**src/rtl/scp_079_pkg.sv**
```systemverilog
// Shared state encoding and timer thresholds for the scp_079 containment controller.
package scp_079_pkg;

  typedef enum logic [2:0] {
    ST_MONITOR  = 3'd0,
    ST_WARN     = 3'd1,
    ST_PHASE2   = 3'd2,
    ST_PHASE3   = 3'd3,
    ST_LOCKDOWN = 3'd4,
    ST_BREACH   = 3'd5
  } state_e;

  localparam logic [5:0] T_MON     = 6'd35;
  localparam logic [5:0] T_PH2     = 6'd20;
  localparam logic [5:0] T_PH3     = 6'd5;
  localparam logic [5:0] T_PH3_TRB = 6'd9;
  localparam logic [5:0] T_BRCH    = 6'd4;

endpackage

```
**src/rtl/scp_079.sv**
```systemverilog
// scp_079 containment FSM: light/timer driven state sequencing with alarm decodes.
// Optional override feature enabled by defining SCP079_CHEAT_EN.
module scp_079
  import scp_079_pkg::*;
(
  input  logic       clock,
  input  logic       reset_n,
  input  logic       green,
  input  logic       yellow,
  input  logic       red,
  input  logic [5:0] timer,
  output logic [2:0] state,
  output logic       a1,
  output logic       a2,
  output logic       a3,
  output logic       cheat_out
);

  state_e state_q, state_d;
  logic   flag_q, flag_d;
  logic   a1_q, a3_q;
  logic   cheat_q;
  logic   cheat_hit_s;

`ifdef SCP079_CHEAT_EN
  assign cheat_hit_s = green & yellow & red;
`else
  assign cheat_hit_s = 1'b0;
`endif

  // Next-state and trouble-flag logic: override > red > per-state rule.
  always_comb begin
    state_d = state_q;
    flag_d  = flag_q;
    if (cheat_hit_s) begin
      state_d = ST_MONITOR;
      flag_d  = 1'b0;
    end else if (red && (state_q != ST_BREACH)) begin
      state_d = ST_LOCKDOWN;
    end else begin
      case (state_q)
        ST_MONITOR: begin
          if ((timer >= T_MON) && green) begin
            state_d = ST_PHASE2;
          end else if ((timer >= T_MON) && yellow) begin
            state_d = ST_WARN;
            flag_d  = 1'b1;
          end else begin
            state_d = ST_MONITOR;
          end
        end
        ST_WARN: begin
          if (green) state_d = ST_PHASE2;
          else       state_d = ST_WARN;
        end
        ST_PHASE2: begin
          if (timer >= T_PH2) state_d = ST_PHASE3;
          else                state_d = ST_PHASE2;
        end
        ST_PHASE3: begin
          // With trouble latched the phase runs longer and ends in breach.
          if (flag_q) begin
            if (timer >= T_PH3_TRB) state_d = ST_BREACH;
            else                    state_d = ST_PHASE3;
          end else begin
            if (timer >= T_PH3) state_d = ST_MONITOR;
            else                state_d = ST_PHASE3;
          end
        end
        ST_LOCKDOWN: begin
          if (!red && green) state_d = ST_MONITOR;
          else               state_d = ST_LOCKDOWN;
        end
        ST_BREACH: begin
          if (timer >= T_BRCH) begin
            state_d = ST_MONITOR;
            flag_d  = 1'b0;
          end else begin
            state_d = ST_BREACH;
          end
        end
        default: begin
          state_d = ST_MONITOR;
        end
      endcase
    end
  end

  // State, flag and alarm registers; alarms are decoded from the next state so
  // they track the registered state in the same cycle.
  always_ff @(posedge clock or negedge reset_n) begin
    if (!reset_n) begin
      state_q <= ST_MONITOR;
      flag_q  <= 1'b0;
      a1_q    <= 1'b0;
      a3_q    <= 1'b0;
      cheat_q <= 1'b0;
    end else begin
      state_q <= state_d;
      flag_q  <= flag_d;
      a1_q    <= (state_d == ST_WARN);
      a3_q    <= (state_d == ST_LOCKDOWN) || (state_d == ST_BREACH);
      cheat_q <= cheat_hit_s;
    end
  end

  assign state     = state_q;
  assign a1        = a1_q;
  assign a2        = flag_q;
  assign a3        = a3_q;
  assign cheat_out = cheat_q;

endmodule

```
**config.mk**
```make
export PLATFORM = sky130hd
export DESIGN_NAME = scp_079
export DESIGN_NICKNAME = d
export VERILOG_FILES = /design/src/rtl/scp_079_pkg.sv /design/src/rtl/scp_079.sv
export SDC_FILE = /design/constraint.sdc
export NUM_CORES = 1
export LEC_CHECK = 0
export CAP_MARGIN = 20
export CORE_MARGIN = 8
export CORE_UTILIZATION = 25
export CTS_CLUSTER_DIAMETER = 200
export DETAILED_ROUTE_END_ITERATION = 7
export PLACE_DENSITY = 0.56
export RECOVER_POWER = 100
export SLEW_MARGIN = 20
export SYNTH_ARGS = -nofsm -noshare
export SYNTH_HDL_FRONTEND = slang
export SYNTH_SLANG_ARGS = --single-unit
export TNS_END_PERCENT = 1
```
**constraint.sdc**
```tcl
create_clock -name clock -period 3.15 [get_ports clock]
set_input_delay 0.945 -clock clock [delete_from_list [all_inputs] [get_ports clock]]
set_output_delay 0.945 -clock clock [all_outputs]
set_load 0.02 [all_outputs]
```
==> results of run 1 <==
-- power by group through the flow --
stage / clock network (mW) / registers (mW) / logic (mW)
after CTS: 0.0733 / 0.0955 / 0.0738
after global placement: 0 / 0.0967 / 0.0748
after floorplan: 0 / 0.104 / 0.0263
after detailed placement: 0 / 0.0967 / 0.0734
after global routing: 0.0770 / 0.0970 / 0.0755
final: 0.0698 / 0.0948 / 0.0694
-- cell families after synthesis --
| kind of cell | Yosys count | share of synthesized area, % |
|---|---|---|
| AOI/OAI and AO/OA | 17 | 35.7 |
| and+or+nand+nor | 15 | 20.4 |
| DFF | 6 | 38.2 |
| buffers and inverters | 4 | 4.78 |
| other | 1 | 0.954 |
-- worst min-delay path, stage by stage, from the launching register on --
cell,delay [ns]
sky130_fd_sc_hd__dfrtp_1,0.39
sky130_fd_sc_hd__a31oi_1,0.06
sky130_fd_sc_hd__nor2_1,0.08
-- synthesized netlist by cell type, drive strengths merged --
cell     number
a22o          1
nand2b        2
o2bb2ai       2
nor2          4
dfrtp         6
a2111o        2
o31a          2
nand2         3
or4           1
nor3          1
nor4          1
buf           1
o311a         1
o32a          1
a31oi         3
nor3b         1
nor2b         1
o21bai        1
inv           2
o221ai        1
clkbuf        1
o21ai         2
and3b         1
conb          1
a211oi        1
-- area by class of cell --
type / instances / area share (%)
Timing Repair Buffer: 16 / 27.4
Inverter: 2 / 1.28
Multi-Input combinational cell: 33 / 38.3
Clock buffer: 3 / 3.85
Tap cell: 16 / 3.43
Sequential cell: 6 / 25.7
-- state kept, by name (all words and copies together) (netlist names) --
| name | cells |
|---|---|
| a1 | 1 |
| a2 | 1 |
| a3 | 1 |
| state | 3 |
-- routing by layer --
layer	vias to the layer above	wire (um)	part of all wire [%]
met5	-	0	0
met4	0	0	0
met3	0	52	4.9
met2	14	481	45
met1	198	530	50
li1	203	-	-
-- cell usage in the layout (no fill, tap or decap), types with 2 or more instances in the layout --
cell                              netlist  final
sky130_fd_sc_hd__dlygate4sd3_1          0      9
sky130_fd_sc_hd__clkdlybuf4s50_1        0      7
sky130_fd_sc_hd__dfrtp_1                6      6
sky130_fd_sc_hd__nor2_1                 4      4
sky130_fd_sc_hd__nand2_1                3      3
sky130_fd_sc_hd__a31oi_1                3      3
sky130_fd_sc_hd__clkbuf_4               0      3
sky130_fd_sc_hd__o21ai_0                2      2
sky130_fd_sc_hd__a2111o_1               2      2
sky130_fd_sc_hd__nand2b_1               2      2
sky130_fd_sc_hd__inv_1                  2      2
sky130_fd_sc_hd__o2bb2ai_1              2      2
-- worst max-delay path by stage --
| stage | to | start | slack (ns) |
|---|---|---|---|
| 2_1_floorplan | state[0] | timer[3] | 1.22 |
| 3_3_place_gp | state[0] | timer[5] | 0.60 |
| 3_5_place_dp | state[0] | timer[5] | 0.65 |
| 4_1_cts | state[1] | state[1] | 0.78 |
| 5_1_grt | state[1] | state[1] | 0.70 |
| 6_report | state[1] | state[1] | 0.73 |
==> results.py, run 1 <==
metrics = {
    "status": {
        "outcome": "completed",
    },
    "pwr": {
        "static-leakage-power_nw": 0.232,
        "p_per_area_mw_per_mm2": 400,
        "comb_power_share_pct": 29.7,
        "p_int_mw": 0.163,
        "p_switching_mw": 0.0706,
        "irDropWorstVdd_mv": 0.170,
        "power.share.clock_pct": 29.8,
        "power_mw": 0.234,
        "power.sequential.fraction_pct": 40.5,
        "swShare_pct": 30.2,
    },
    "global_routing": {
        "globalRouteMet1Util_pct": 8.18,
        "busiest_layer": "met2",
        "grt_pass1_vias": 398,
        "gr-usage-met3_pct": 2.97,
        "total_track_usage_pct": 7.04,
        "pin_count_of_the_biggest_net_entering_global_routing": 11,
        "grt_overflow_total": 0,
        "antenna_violations_before_repair": 0,
        "grt_first_pass_wirelength_mm": 1.82,
        "global_route.usage.met2_pct": 10.4,
    },
    "finish": {
        "area.growth.synth_to_final_pct": 48.7,
        "antenna_cells": 0,
        "finalCoreUtilization_pct": 39.2,
        "final_layout_size_suffix_gt1_share_pct": 6.67,
        "num-nets-final": 73,
        "ff_latch_area_sq_um": 150,
        "multi_input_area_sq_um": 224,
        "final_area_sq_um": 584,
        "layout.cells.non_filler": 76,
        "num-fill-cells": 149,
    },
    "logic_synthesis": {
        "yosysTopAreaCellShare_pct": 38.2,
        "synth-warning-count": 0,
        "mappedNetlistArea_sq_um": 393,
        "synthesis.instances": 43,
        "ys_seq_area_share_pct": 38.2,
        "synth_cell_types": 26,
        "synth_largest_area_cell": "sky130_fd_sc_hd__dfrtp_1",
        "netlist_top_cells_area": "sky130_fd_sc_hd__dfrtp_1 38%, sky130_fd_sc_hd__a2111o_1 5.7%, sky130_fd_sc_hd__a31oi_1 4.8%, sky130_fd_sc_hd__o2bb2ai_1 4.5%, sky130_fd_sc_hd__nor2_1 3.8%",
        "yosys_reg_bits": 6,
        "synth_fp_nets": 54,
        "postSynthAreaPerCell_sq_um": 9.14,
    },
    "route": {
        "drt-wirelength-per-cell_um": 14.0,
        "drt_first_iter_violations": 7,
        "vias": 415,
        "vias_per_cell": 5.46,
        "routed_wirelength_mm": 1.06,
        "post-route-drc-count": 0,
        "drt-pass1-iter-count": 4,
        "final_antenna_net_count": 0,
    },
    "timing": {
        "finalSetupViolCount": 0,
        "slew_violations": 0,
        "final.hold.worst_slack_ns": 0.566,
        "number_of_hold_violations_in_the_final_report": 0,
        "period_minus_slack_ns": 2.42,
        "fin_ws_ns": 0.734,
        "final.period_utilization_pct": 76.7,
        "setup_repair_after_global_routing_missed_its_margin": "false",
        "finClkSkew_ns": 0.00500,
        "setup_tns_ns": 0,
        "fmax_mhz": 414,
    },
    "clock_tree": {
        "cts_resized": 0,
        "clock-sinks": 6,
        "max-clock-path-buffers": 2,
        "cts_setup_buffers": 0,
        "cts.hold.buffers_added": 0,
        "clk_pin_slew_worst_paths_ns": 0.05,
        "numCtsBuffers": 3,
        "clock_latency_ns": 0.24,
        "cts_max_level": 1,
        "cts.root.buffer_cell": "sky130_fd_sc_hd__clkbuf_4",
        "tritoncts": "yes",
    },
    "min_path": {
        "hold_path_startpoint": "a2",
        "hold_class": "reg2reg",
        "hold_path_end": "a2",
        "hold_path_depth": 2,
    },
    "place": {
        "pre_cts_slack_ns": 0.647,
        "routabilityCongestion": 0.758,
        "hpwlAfterDp_um": 846,
        "placed_cell_area_sq_um": 562,
        "placedCellCount": 73,
        "port_buffers": 16,
    },
    "setup_path": {
        "critical_path.max_stage_delay_ns": 0.73,
        "r2r_end": "state[0]",
        "critical_path_cell_count": 1,
        "worst-setup-path-type": "reg2out",
        "crit_chain": "dlygate4sd3_1",
        "worstRegToRegCells": 3,
        "critical_path.n_buffers_inverters": 1,
        "cp_data_required_time_ns": 2.20,
        "setup.worst_path.start_class": "flop",
        "timing.rr.start": "state[1]",
        "arrival_ns": 1.47,
        "cp_max_fo": 10,
        "setup.worst_path.end_class": "output port",
        "reg2reg_setup_slack_ns": 1.82,
        "critical_path.slowest_cell": "sky130_fd_sc_hd__dlygate4sd3_1",
        "critical-path-top-delay-family": "buffers and inverters",
    },
    "die": {
        "design.die.area_sq_mm": 0.00310,
        "core_region_sq_mm": 0.00149,
        "row_count": 14,
        "y_dimension_of_the_die_um": 55.6,
        "design.portCount": 18,
        "fp.dieW_um": 55.6,
        "start_util_pct": 26.4,
    },
    "job": {
        "max_cap_violations": 0,
    },
}
Note: power is estimated with default switching activity, not from simulation.
==> run 2: changes to the inputs <==
--- a/config.mk
+++ b/config.mk
@@ -10,7 +10,7 @@
 export CORE_UTILIZATION = 25
 export CTS_CLUSTER_DIAMETER = 200
 export DETAILED_ROUTE_END_ITERATION = 7
-export PLACE_DENSITY = 0.56
+export PLACE_DENSITY = 0.58
 export RECOVER_POWER = 100
 export SLEW_MARGIN = 20
 export SYNTH_ARGS = -nofsm -noshare
==> constraint.sdc (replaced) <==
create_clock -name clock -period 2.11 [get_ports clock]
set_input_delay 0.633 -clock clock [delete_from_list [all_inputs] [get_ports clock]]
set_output_delay 0.633 -clock clock [all_outputs]
set_load 0.02 [all_outputs]
==> results.py, run 2 (synthesized netlist as in run 1, its figures left out) <==
metrics = {
    "place": {
        "placedCellCount": 77,
        "placed_cell_area_sq_um": 592,
        "port_buffers": 16,
        "routabilityCongestion": 0.840,
        "hpwlAfterDp_um": 906,
        "pre_cts_slack_ns": -0.0642,
    },
    "finish": {
        "layout.cells.most_common": "sky130_fd_sc_hd__clkdlybuf4s50_1",
        "area.growth.synth_to_final_pct": 54.8,
        "final_area_sq_um": 608,
        "antenna_cells": 0,
        "final_layout_size_suffix_gt1_share_pct": 12.5,
        "layout.cells.non_filler": 80,
        "layout.cells.most_common_list": "10 x sky130_fd_sc_hd__clkdlybuf4s50_1, 6 x sky130_fd_sc_hd__dfrtp_1, 5 x sky130_fd_sc_hd__dlygate4sd3_1",
        "largest_register_ffs": 3,
        "num-nets-final": 77,
    },
    "job": {
        "max_cap_violations": 0,
    },
    "setup_path": {
        "timing.critical_path.from": "state[0]",
        "setup.worst_path.start_class": "flop",
        "worst-setup-path-type": "reg2out",
        "setup.worst_path.end_class": "output port",
        "worstRegToRegCells": 3,
        "critical-path-top-delay-family": "buffers and inverters",
        "timing.rr.start": "state[1]",
        "arrival_ns": 1.37,
        "crit_chain": "clkdlybuf4s50_1",
        "critical_path.slowest_cell": "sky130_fd_sc_hd__clkdlybuf4s50_1",
        "r2r_end": "state[0]",
        "reg2reg_setup_slack_ns": 0.78,
        "cp_data_required_time_ns": 1.48,
        "cp_max_fo": 9,
        "critical_path.n_buffers_inverters": 1,
        "critical_path.max_stage_delay_ns": 0.66,
    },
    "timing": {
        "setup_tns_ns": 0,
        "finalSetupViolCount": 0,
        "final.period_utilization_pct": 95.0,
        "period_minus_slack_ns": 2.00,
        "setup_repair_after_global_routing_missed_its_margin": "false",
        "number_of_hold_violations_in_the_final_report": 0,
        "fin_ws_ns": 0.105,
        "finClkSkew_ns": 0.00272,
        "slew_violations": 0,
        "fmax_mhz": 499,
    },
    "route": {
        "vias_per_cell": 5.48,
        "post-route-drc-count": 0,
        "drt-pass1-iter-count": 4,
        "drt_first_iter_violations": 7,
        "routed_wirelength_mm": 1.17,
        "final_antenna_net_count": 0,
        "drt-wirelength-per-cell_um": 14.6,
        "vias": 438,
    },
    "clock_tree": {
        "numCtsBuffers": 3,
        "tritoncts": "yes",
        "clock_latency_ns": 0.24,
        "cts.root.buffer_cell": "sky130_fd_sc_hd__clkbuf_4",
        "cts_max_level": 1,
        "clk_pin_slew_worst_paths_ns": 0.04,
        "cts_setup_buffers": 0,
        "max-clock-path-buffers": 2,
        "clock-sinks": 6,
    },
    "global_routing": {
        "grt_pass1_vias": 459,
        "total_track_usage_pct": 8.23,
        "pin_count_of_the_biggest_net_entering_global_routing": 11,
        "antenna_violations_before_repair": 0,
        "grt_overflow_total": 0,
        "grt_first_pass_wirelength_mm": 2.11,
    },
    "die": {
        "row_count": 14,
        "y_dimension_of_the_die_um": 55.6,
        "fp.dieW_um": 55.6,
        "design.die.area_sq_mm": 0.00310,
        "design.portCount": 18,
        "core_region_sq_mm": 0.00149,
        "start_util_pct": 26.4,
    },
    "pwr": {
        "static-leakage-power_nw": 0.243,
        "irDropWorstVdd_mv": 0.446,
        "p_per_area_mw_per_mm2": 587,
        "power_mw": 0.357,
    },
    "min_path": {
        "hold_path_depth": 2,
        "hold_path_startpoint": "a2",
        "hold_class": "reg2reg",
        "hold_path_end": "a2",
    },
    "status": {
        "outcome": "completed",
    },
}
run 2: changes by cell type in the layout (fill, tap and decap cells not counted), sizes merged:
cell           previous run  this run
dlygate4sd3               9         5
clkbuf                    3         4
clkdlybuf4s50             7        10
buf                       0         4
run 2: layout make-up:
| type | count | area (sq um) |
|---|---|---|
| Timing Repair Buffer | 20 | 184 |
| Fill cell | 144 | 881 |
| Sequential cell | 6 | 150 |
| Clock buffer | 3 | 22.5 |
| Multi-Input combinational cell | 33 | 224 |
| Tap cell | 16 | 20.0 |
| Inverter | 2 | 7.51 |
run 2: worst max path at each step:
stage | endpoint | slack (ns) | cells after the start
floorplan | state[0] | 0.49 | 3
global placement | state[0] | -0.07 | 4
detailed placement | state[0] | -0.06 | 4
CTS | state[1] | 0.05 | 1
global route | state[0] | 0.03 | 5
finish | state[0] | 0.11 | 1
run 2: what timing repair did:
action / 4_1_cts / 5_1_grt
hold buffers: 0 / 0
setup endpoints to repair: 0 / 1
gates resized for setup: 0 / 1
run 2: metal layers:
layer	GRT usage [%]	wire [um]	share of wire, %
met2	13.1	515	44
met3	3.88	83	7.1
met5	0	0	0
met4	3.17	15	1.3
met1	9.18	555	47
run 2: stage by stage:
step	hold WS, ns	util [%]
floorplan	0.337	-
global placement	0.575	39.7
detailed placement	0.580	39.7
CTS	0.587	41.3
global route	0.629	40.8
finish	0.572	40.8
run 2: report_power, final:
| group | leakage, nW | switching, mW | internal, mW | total (mW) |
|---|---|---|---|---|
| registers | 0.0753 | 0.0147 | 0.127 | 0.142 |
| logic | 0.154 | 0.0536 | 0.0567 | 0.110 |
| clock network | 0.0138 | 0.0403 | 0.0643 | 0.105 |
==> run 3: changes to the inputs <==
--- a/config.mk
+++ b/config.mk
@@ -5,13 +5,15 @@
 export SDC_FILE = /design/constraint.sdc
 export NUM_CORES = 1
 export LEC_CHECK = 0
+export ABC_AREA = 1
 export CAP_MARGIN = 20
 export CORE_MARGIN = 8
 export CORE_UTILIZATION = 25
 export CTS_CLUSTER_DIAMETER = 200
 export DETAILED_ROUTE_END_ITERATION = 7
-export PLACE_DENSITY = 0.58
+export PLACE_DENSITY = 0.55
 export RECOVER_POWER = 100
+export REMOVE_ABC_BUFFERS = 1
 export SLEW_MARGIN = 20
 export SYNTH_ARGS = -nofsm -noshare
 export SYNTH_HDL_FRONTEND = slang
==> results.py, run 3 <==
metrics = {
    "status": {
        "outcome": "completed",
    },
    "finish": {
        "antenna_cells": 0,
        "num-nets-final": 115,
        "layout.cells.most_common_list": "22 x sky130_fd_sc_hd__nand2_1, 18 x sky130_fd_sc_hd__inv_1, 16 x sky130_fd_sc_hd__nor2_1",
        "layout.cells.non_filler": 129,
        "layout.cells.most_common": "sky130_fd_sc_hd__nand2_1",
        "area.growth.synth_to_final_pct": 42.6,
        "finalCoreUtilization_pct": 36.3,
        "final_layout_size_suffix_gt1_share_pct": 4.90,
        "largest_register_ffs": 3,
    },
    "setup_path": {
        "cp_data_required_time_ns": 1.48,
        "arrival_ns": 1.32,
        "setup.worst_path.end_class": "output port",
        "critical_path.max_stage_delay_ns": 0.65,
        "cp_max_fo": 6,
        "critical-path-top-delay-family": "buffers and inverters",
        "timing.rr.start": "state[1]",
        "critical_path.slowest_cell": "sky130_fd_sc_hd__clkdlybuf4s50_1",
        "reg2reg_setup_slack_ns": 0.79,
        "setup.worst_path.start_class": "flop",
        "crit_chain": "clkdlybuf4s50_1",
        "critical_path.n_buffers_inverters": 1,
        "r2r_end": "a2",
        "worstRegToRegCells": 8,
        "worst-setup-path-type": "reg2out",
    },
    "pwr": {
        "comb_power_share_pct": 33.9,
        "p_per_area_mw_per_mm2": 520,
        "irDropWorstVdd_mv": 0.255,
        "power_mw": 0.359,
        "p_switching_mw": 0.114,
        "p_int_mw": 0.245,
        "static-leakage-power_nw": 0.358,
        "swShare_pct": 31.8,
        "power.share.clock_pct": 27.9,
        "power.sequential.fraction_pct": 38.3,
    },
    "die": {
        "design.portCount": 18,
        "core_region_sq_mm": 0.00190,
        "row_count": 16,
        "design.die.area_sq_mm": 0.00360,
        "start_util_pct": 25.5,
        "y_dimension_of_the_die_um": 60.0,
        "fp.dieW_um": 60.0,
    },
    "place": {
        "placedCellCount": 126,
        "hpwlAfterDp_mm": 1.07,
        "routabilityCongestion": 0.803,
        "port_buffers": 16,
    },
    "clock_tree": {
        "clk_pin_slew_worst_paths_ns": 0.04,
        "clock_latency_ns": 0.24,
        "cts.hold.buffers_added": 0,
        "cts_max_level": 1,
        "cts_resized": 0,
        "numCtsBuffers": 3,
        "cts.root.buffer_cell": "sky130_fd_sc_hd__clkbuf_4",
        "max-clock-path-buffers": 2,
        "clock-sinks": 6,
        "cts_setup_buffers": 0,
        "tritoncts": "yes",
    },
    "logic_synthesis": {
        "postSynthAreaPerCell_sq_um": 5.76,
        "synth_ff_type": "sky130_fd_sc_hd__dfrtp_1",
        "yosysTopAreaCellShare_pct": 31.0,
        "synth-async-reset-ratio_pct": 100,
        "synth_most_common_cell": "sky130_fd_sc_hd__nand2_1",
        "netlist_top_cells_area": "sky130_fd_sc_hd__dfrtp_1 31%, sky130_fd_sc_hd__nand2_1 17%, sky130_fd_sc_hd__inv_1 14%, sky130_fd_sc_hd__nor2_1 12%, sky130_fd_sc_hd__nand3_1 8.3%",
        "synth-warning-count": 0,
        "synth_largest_area_cell": "sky130_fd_sc_hd__dfrtp_1",
        "ys_seq_area_share_pct": 31.0,
        "count_of_flip_flops_with_a_built_in_enable_after_synthesis": 0,
        "netlist_top_cells_count": "22 x sky130_fd_sc_hd__nand2_1, 18 x sky130_fd_sc_hd__inv_1, 15 x sky130_fd_sc_hd__nor2_1",
        "yosys_reg_bits": 6,
        "synth_cell_types": 15,
        "synthesis.instances": 84,
        "mappedNetlistArea_sq_um": 484,
    },
    "route": {
        "vias": 538,
        "final_antenna_net_count": 0,
        "drt_first_iter_violations": 5,
        "drt-wirelength-per-cell_um": 9.53,
        "routed_wirelength_mm": 1.23,
        "drt-pass1-iter-count": 5,
        "vias_per_cell": 4.17,
        "post-route-drc-count": 0,
    },
    "timing": {
        "finClkSkew_ns": 0.000754,
        "period_minus_slack_ns": 1.95,
        "setup_repair_after_global_routing_missed_its_margin": "false",
        "final.period_utilization_pct": 92.6,
        "setup_tns_ns": 0,
        "slew_violations": 0,
        "fmax_mhz": 512,
        "number_of_hold_violations_in_the_final_report": 0,
        "finalSetupViolCount": 0,
    },
    "min_path": {
        "hold_class": "reg2reg",
        "hold_path_depth": 2,
        "hold_path_startpoint": "a2",
        "hold_path_end": "a2",
    },
    "global_routing": {
        "antenna_violations_before_repair": 0,
        "pin_count_of_the_biggest_net_entering_global_routing": 7,
        "grt_pass1_vias": 536,
        "total_track_usage_pct": 7.66,
        "grt_overflow_total": 0,
        "grt_first_pass_wirelength_mm": 2.12,
    },
    "job": {
        "max_cap_violations": 0,
    },
}
-- run 3: cell types whose count changed after synthesis, moves of 2 or more --
cell / change
sky130_fd_sc_hd__a21oi_1: +3
sky130_fd_sc_hd__nand2b_1: -2
sky130_fd_sc_hd__nand4_1: +2
sky130_fd_sc_hd__inv_1: +16
sky130_fd_sc_hd__o2bb2ai_1: -2
sky130_fd_sc_hd__nand3_1: +8
sky130_fd_sc_hd__nor2_1: +11
sky130_fd_sc_hd__nor2_2: +2
sky130_fd_sc_hd__nand2_1: +19
sky130_fd_sc_hd__a2111o_1: -2
sky130_fd_sc_hd__a31oi_1: -3
-- run 3: worst max-delay path by stage --
| stage | start | end | cells after the start |
|---|---|---|---|
| 6_report | state[2] | state[2] | 1 |
| 5_1_grt | timer[5] | a1 | 8 |
| 4_1_cts | state[2] | state[2] | 1 |
| 3_5_place_dp | green | a1 | 8 |
| 3_3_place_gp | green | a1 | 8 |
| 2_1_floorplan | green | a1 | 7 |
-- run 3: power groups by stage --
stage | Clock, mW | Combinational, mW | Sequential, mW
3_5_place_dp | 0 | 0.128 | 0.140
5_1_grt | 0.113 | 0.137 | 0.140
2_1_floorplan | 0 | 0.0528 | 0.154
3_3_place_gp | 0 | 0.127 | 0.140
4_1_cts | 0.108 | 0.129 | 0.139
6_report | 0.100 | 0.122 | 0.137
-- run 3: logic make-up after synthesis --
group,Yosys count,synth area share (%)
simple gates,52,46.5
flops,6,31.0
other cells,1,0.774
compound gates,6,6.20
buf+inv,19,15.5
-- run 3: cell type report --
cell class	count	area, sq um
clock buffer	3	22.5
fill	221	1210
inverter	18	67.6
multi-input combinational	59	256
sequential	6	150
tap	27	33.8
timing repair buffer	16	160
-- run 3: routing by layer --
metal,GRT usage (%),up-vias,part of all wire (%)
li1,-,290,-
met2,12.0,16,46
met3,3.87,0,9.2
met5,0,-,0
met4,3.06,0,0
met1,8.56,232,45
-- run 3: per-stage QoR --
step	worst slack (ns)	hold WS (ns)	instance area (sq um)
after floorplan	0.769	0.337	477
after global placement	0.115	0.497	671
after detailed placement	0.121	0.503	671
after CTS	0.133	0.512	693
after global routing	0.0631	0.548	691
final	0.156	0.493	691
